`src/rtl/fifo_rd_streamer.sv`:
```
// Read-side master for a dual-clock FIFO: issues rdreq, absorbs the fixed q latency in a skid buffer, presents a valid/ready stream.
// Latency: rdreq to m_valid is RD_LAT+1 rdclk cycles; 1 word/clk sustained once primed.
// Backpressure: rdreq is only issued while buffered + in-flight words < DEPTH, so m_ready=0 never overflows; optional RD_STATS_EN adds rd_cnt.
module fifo_rd_streamer #(
  parameter int DW     = 8,
  parameter int RD_LAT = 1,
  parameter int CW     = 16
) (
  input  logic          rdclk,
  input  logic          rst_n,
  input  logic          en,
  input  logic          rdempty,
  output logic          rdreq,
  input  logic [DW-1:0] q,
  output logic [DW-1:0] m_data,
  output logic          m_valid,
  input  logic          m_ready,
  output logic          busy
`ifdef RD_STATS_EN
  ,
  output logic [CW-1:0] rd_cnt
`endif
);

  localparam int DEPTH = RD_LAT + 2;
  localparam int PW    = $clog2(DEPTH);
  localparam int OW    = $clog2(DEPTH + 1);
  localparam int DM1   = DEPTH - 1;
  localparam logic [PW-1:0] LAST    = DM1[PW-1:0];
  localparam logic [OW:0]   DEPTH_V = DEPTH[OW:0];

  typedef enum logic [1:0] {
    IDLE = 2'd0,
    RUN  = 2'd1,
    STOP = 2'd2
  } state_t;

  state_t            state;
  state_t            state_nxt;
  logic [DW-1:0]     mem [DEPTH];
  logic [PW-1:0]     wr_ptr;
  logic [PW-1:0]     rd_ptr;
  logic [OW-1:0]     occ;
  logic [RD_LAT-1:0] inflight;
  logic [OW-1:0]     inflight_cnt;
  logic [OW:0]       pend_cnt;
  logic              capture;
  logic              pop;

  // Count requests still travelling through the FIFO read pipeline.
  always_comb begin
    inflight_cnt = '0;
    for (int i = 0; i < RD_LAT; i++) begin
      inflight_cnt = inflight_cnt + {{(OW-1){1'b0}}, inflight[i]};
    end
  end

  // Credit: a word popped this cycle does not free a slot until next cycle.
  assign pend_cnt = {1'b0, occ} + {1'b0, inflight_cnt};
  assign rdreq    = (state == RUN) && en && !rdempty && (pend_cnt < DEPTH_V);
  assign capture  = inflight[RD_LAT-1];
  assign m_valid  = (occ != '0);
  assign m_data   = mem[rd_ptr];
  assign pop      = m_valid && m_ready;
  assign busy     = m_valid || (inflight != '0);

  // FSM state register.
  always_ff @(posedge rdclk or negedge rst_n) begin
    if (!rst_n) begin
      state <= IDLE;
    end else begin
      state <= state_nxt;
    end
  end

  // Next-state: STOP lingers until every in-flight word has landed.
  always_comb begin
    state_nxt = state;
    case (state)
      IDLE:    if (en) state_nxt = RUN;
      RUN:     if (!en) state_nxt = STOP;
      STOP: begin
        if (en) begin
          state_nxt = RUN;
        end else if (inflight == '0) begin
          state_nxt = IDLE;
        end
      end
      default: state_nxt = IDLE;
    endcase
  end

  // In-flight tracking, skid buffer storage, pointers and occupancy.
  always_ff @(posedge rdclk or negedge rst_n) begin
    if (!rst_n) begin
      inflight <= '0;
      wr_ptr   <= '0;
      rd_ptr   <= '0;
      occ      <= '0;
      for (int i = 0; i < DEPTH; i++) begin
        mem[i] <= '0;
      end
    end else begin
      for (int i = 1; i < RD_LAT; i++) begin
        inflight[i] <= inflight[i-1];
      end
      inflight[0] <= rdreq;
      if (capture) begin
        mem[wr_ptr] <= q;
        wr_ptr      <= (wr_ptr == LAST) ? '0 : wr_ptr + 1'b1;
      end
      if (pop) begin
        rd_ptr <= (rd_ptr == LAST) ? '0 : rd_ptr + 1'b1;
      end
      case ({capture, pop})
        2'b10:   occ <= occ + 1'b1;
        2'b01:   occ <= occ - 1'b1;
        default: occ <= occ;
      endcase
    end
  end

`ifdef RD_STATS_EN
  // Delivered-word counter, wraps naturally at 2^CW.
  always_ff @(posedge rdclk or negedge rst_n) begin
    if (!rst_n) begin
      rd_cnt <= '0;
    end else if (pop) begin
      rd_cnt <= rd_cnt + 1'b1;
    end
  end
`else
  logic [CW-1:0] cw_unused;
  assign cw_unused = '0;
`endif

endmodule
```
`config.mk`:
```
export PLATFORM = sky130hd
export DESIGN_NAME = fifo_rd_streamer
export DESIGN_NICKNAME = d
export VERILOG_FILES = /design/src/rtl/fifo_rd_streamer.sv
export SDC_FILE = /design/constraint.sdc
export NUM_CORES = 1
export LEC_CHECK = 0
export ABC_AREA = 1
export BUFFER_PORTS_ARGS = -buffer_cell sky130_fd_sc_hd__buf_4
export CAP_MARGIN = 20
export CORE_UTILIZATION = 39
export CTS_BUF_LIST = sky130_fd_sc_hd__clkbuf_16
export DETAILED_ROUTE_END_ITERATION = 8
export PLACE_DENSITY = 0.54
export SYNTH_ARGS = -nofsm -noshare
export SYNTH_HDL_FRONTEND = slang
export SYNTH_SLANG_ARGS = --single-unit
```
`constraint.sdc`:
```
create_clock -name rdclk -period 1.7 [get_ports rdclk]
set_input_delay 0.425 -clock rdclk [delete_from_list [all_inputs] [get_ports rdclk]]
set_output_delay 0.425 -clock rdclk [all_outputs]
set_load 0.005 [all_outputs]
```
**Yosys cells after proc, flatten, opt, wreduce, memory -nomap -nowiden**

Index checks and enable logic that the tools add are counted.
W data, S select, Z words.

- Word-level logic and storage cells: 53
- Output and inout port bits: 11
- Bits in registers: 33
- Input port bits: 13

- Mux-type cells: 14
- Equal/unequal tests: 9
- Add/sub/neg operators: 5
- Reduce and logical (&&, ||, !) cells: 11
- Bitwise operators: 2
- Magnitude comparators: 4

Operator list:

| operator | count |
|---|---|
| $bwmux W24 | 1 |
| $mux W8 | 3 |
| $bmux W8 S2 | 1 |
| $demux W8 S2 | 1 |
| $mux W2 | 6 |
| $eq A2 B2 Y1 const B | 4 |
| $add A2 B1 Y2 const B | 3 |
| $ge A3 B3 Y1 const B | 2 |
| $not A2 Y3 | 2 |
| $pmux W2 S3 | 1 |
| $logic_and A1 B1 Y1 | 5 |
| $eq A2 B1 Y1 const B | 2 |
| $ne A2 B2 Y1 const B | 2 |
| $pmux W2 S2 | 1 |
| $reduce_bool A2 Y1 | 2 |
| $add A2 B1 Y3 | 1 |
| $lt A3 B1 Y1 const B | 1 |
| $lt A3 B2 Y1 const B | 1 |
| $ne A3 B3 Y1 const B | 1 |
| $reduce_and A3 Y1 | 1 |
| $logic_not A2 Y1 | 1 |
| $sub A2 B1 Y2 const B | 1 |
| $logic_not A1 Y1 | 1 |
| $logic_or A1 B1 Y1 | 1 |

**Longest topological paths before layout**

- Depth in word-level cells: 6
- Depth in mapped cells: 10
- Depth with buffers taken out: 10

**Worst setup path before layout**

OpenSTA, ideal clock, no wires.

- Kind: reg-to-output
- Start: reg inflight (netlist: capture)
- End: out rdreq
- Setup slack: 59 ps
- Cell stages (with the launch flop): 6
- Arrival: 1,216 ps
- Path through: dfrtp_1 > ha_1 > ha_1 > nand2_1 > nand2_1 > nor2_1

- Word-level cells in the longest chain between the ends: 3

Ends and longest elaborated chain:

| element | RTL line | text |
|---|---|---|
| start, declared | 44 | `logic [RD_LAT-1:0] inflight;` |
| start signal, assigned by index | 105 | `inflight[i] <= inflight[i-1];` |
| $add A2 B1 Y3 | 59 | `assign pend_cnt = {1'b0, occ} + {1'b0, inflight_cnt};` |
| $lt A3 B2 Y1 | 60 | `assign rdreq = (state == RUN) && en && !rdempty && (pend_cnt < DEPTH_V);` |
| $logic_and A1 B1 Y1 | 60 |  |
| end, declared | 13 | `output logic rdreq,` |

No other way between the ends.

**Worst setup path after layout**

Same ends and word-level chain as after synthesis.

==> out/results.tsv <==
stage	metric	value	unit
synth	synthCells	172	
place	dp_hpwl	2147	µm
cells_and_area	final_cell_count_no_fill	256	
power	leakage	1.105	nW
status	failed_checks	setup timing	
global_routing	grt_remaining_overflow	0	
synth	synth_largest_area_cell	dfrtp_1	
worst_setup_path	arrival	1.37	ns
timing	min_period	1.790	ns
route	wirelength	3270	µm
cts	cts_sinks	33	
cells_and_area	syn_to_final_growth	36.79	%
cts	hold_buffers	0	
timing	setup_violations	1	
flow_run	maxCapViolations	0	
route	postRouteAntennaNets	0	
timing	fin_worst_skew	0.002156	ns
cts	cts_buffer_depth	2	
route	wl_per_cell	12.77	µm
timing	finalHoldViolCount	0	
worst_setup_path	setup.worst_path.start_class	flop	
timing	fin_setup_tns	-0.09026	ns
synth	syn_area	1592	µm²
synth	syn_area_per_cell	9.253	µm²
cts	clkLatencyLatePin	0.27	ns
route	via_per_inst	4.844	
timing	fin_crit_sh	105.3	%
timing	worstMarginPinSlew	0.4321	ns
place	port_buffers	23	
cts	cts-root-buf	clkbuf_16	
floorplanning	start_util	41.90	%
cts	cts_tree	yes	
worst_hold_path	min_path_type	input port to async pin	
floorplanning	fp.dieW	65.88	µm
route	drtIter0Drc	69	
synth	ys_warn_count	0	
route	drtPass1Iterations	4	
synth	ys_top_cells_by_area	dfrtp_1 52%, nand2_1 15%, o21ai_2 13%	
worst_setup_path	endpoint_kind	primary output	
timing	rsz0062_at_grt	true	
timing	setup_ws	-0.09026	ns
place	post-place-ws	0.08390	ns
timing	max_freq	558.6	MHz
floorplanning	io_pins	24	
worst_setup_path	cp.required	1.27	ns
route	post-route-drc-count	0	
synth	synth_cell_types	15	
synth	synth_top_area_share	51.89	%
cts	path_clk_slew	0.05	ns
global_routing	grt_max_degree	34	
floorplanning	std_cell_rows	22	
floorplanning	core-area	3799	µm²
synth	syn-num-nets	188	
floorplanning	die_area	4340	µm²
route	vias	1240	
power	ir_drop	914.4	µV
cells_and_area	diodes	0	
cts	cts_max_level	2	
place	gp_congestion	0.7120	
global_routing	antenna_found_initial	0	
cells_and_area	drive_gt1_share	47.12	%
worst_setup_path	crit_type	flop to primary output	
cts	cts_buffers	5	
power	power.total	4.274	mW
global_routing	grtUsageTotal	17.10	%
power	powerDensity	1963	nW/µm²
global_routing	grt_pass1_vias	1198	
worst_setup_path	crit_path_max_fanout	2	
synth	synth-seq-cells	33	
cells_and_area	fin_nets	223	
timing	slew_viol_final	0	
status	outcome	complete, but fails checks	
place	dp_cells	245	
timing	max_slew_margin	71.19	%
global_routing	grt_pass1_wl	5402	µm
synth	yosysSeqAreaShare	51.89	%
floorplanning	die_h	65.88	µm
-- worst max-delay path, cell delays in order, from the launching register on --
cell	delay, ns
dfrtp_1	0.38
ha_2	0.20
ha_4	0.26
nand2_2	0.03
nand2_1	0.06
nor2_2	0.04
buf_4	0.12
-- final cells by class --
type                       instances  area, µm²
tap                               48      60.06
timing repair buffer              31      274.0
inverter                          19      71.32
fill                             335       1622
clock buffer                       5      125.1
multi-input combinational        117      783.3
sequential                        33      825.8
clock inverter                     3      37.54
-- per-stage QoR --
step / hold WS, ns / instance area, µm² / util, %
3_5_place_dp: 0.3992 / 1828 / 48.12
4_1_cts: 0.1063 / 2027 / 53.36
5_1_grt: 0.1318 / 2177 / 57.31
6_report: 0.09007 / 2177 / 57.31
3_3_place_gp: 0.3904 / 1828 / 48.12
2_1_floorplan: 0.1294 / 1592 / -
-- Yosys cell counts --
master / instances
o21ai_0: 2
nand4_1: 1
nand2_1: 62
dfrtp_1: 33
nor2_1: 6
nand3_1: 10
a21oi_1: 2
ha_1: 3
inv_1: 19
xnor2_1: 1
o21ai_2: 24
nand3_4: 3
buf_6: 3
nand3b_1: 1
nand2_2: 2
-- metal layers --
layer,vias to the layer above,wire length [µm],global-route usage (%)
met1,603,1456,20.46
met5,-,0,0
met3,4,81,5.690
met2,15,1698,28.95
met4,0,33,4.891
li1,618,-,-
-- cells in the final DEF, fill, tap and decap left out, types with 3 or more instances in the layout --
master,synthesis,routed
nand2_1,62,45
dfrtp_1,33,33
o21ai_2,24,24
buf_4,0,20
inv_1,19,19
nand2_2,2,16
buf_6,3,11
nand3_2,0,8
clkbuf_16,0,5
nor2_2,0,4
nand2_4,0,3
nand3_4,3,3
-- flip-flops by register name, indices dropped and copies added, names as in the netlist --
name	flops
wr_ptr	2
occ	2
state	2
rd_ptr	2
mem	24
capture	1
-- worst paths after layout --
kind | startpoint | slack, ns | depth (start not counted) | to
worst max-delay path | capture | -0.09 | 6 | rdreq
worst min-delay path | rst_n | 0.09 | 1 | rd_ptr[1]
worst max register to register | occ[0] | 0.15 | 10 | occ[1]
worst min register to register | mem[21] | 0.48 | 2 | mem[21]
max in group asynchronous | rst_n | 1.30 | 1 | mem[22]
min in group rdclk | rdempty | 0.40 | 4 | capture
-- power by group --
| group | leakage (nW) | internal, mW | switching [mW] |
|---|---|---|---|
| Combinational | 0.637 | 0.955 | 0.901 |
| Clock | 0.0826 | 0.679 | 0.305 |
| Sequential | 0.385 | 1.16 | 0.279 |
| Total | 1.10 | 2.79 | 1.48 |
-- cell families (layout without fill, tap and decap cells) --
kind of cell	after synthesis	after routing	synth area share (%)
AOI/OAI and AO/OA	28	28	14.47
xor gates and xnor gates	1	1	0.5504
adders and majority gates	3	3	2.359
buffers and inverters	22	58	6.604
DFF	33	33	51.89
and+or+nand+nor	85	85	24.14
-- repair_timing --
action	in CTS	in global routing
pin swaps	5	11
endpoints found under the setup margin	9	10
buffers inserted	2	2
gates resized for setup	4	42
Power figures use the tool's default switching activity.
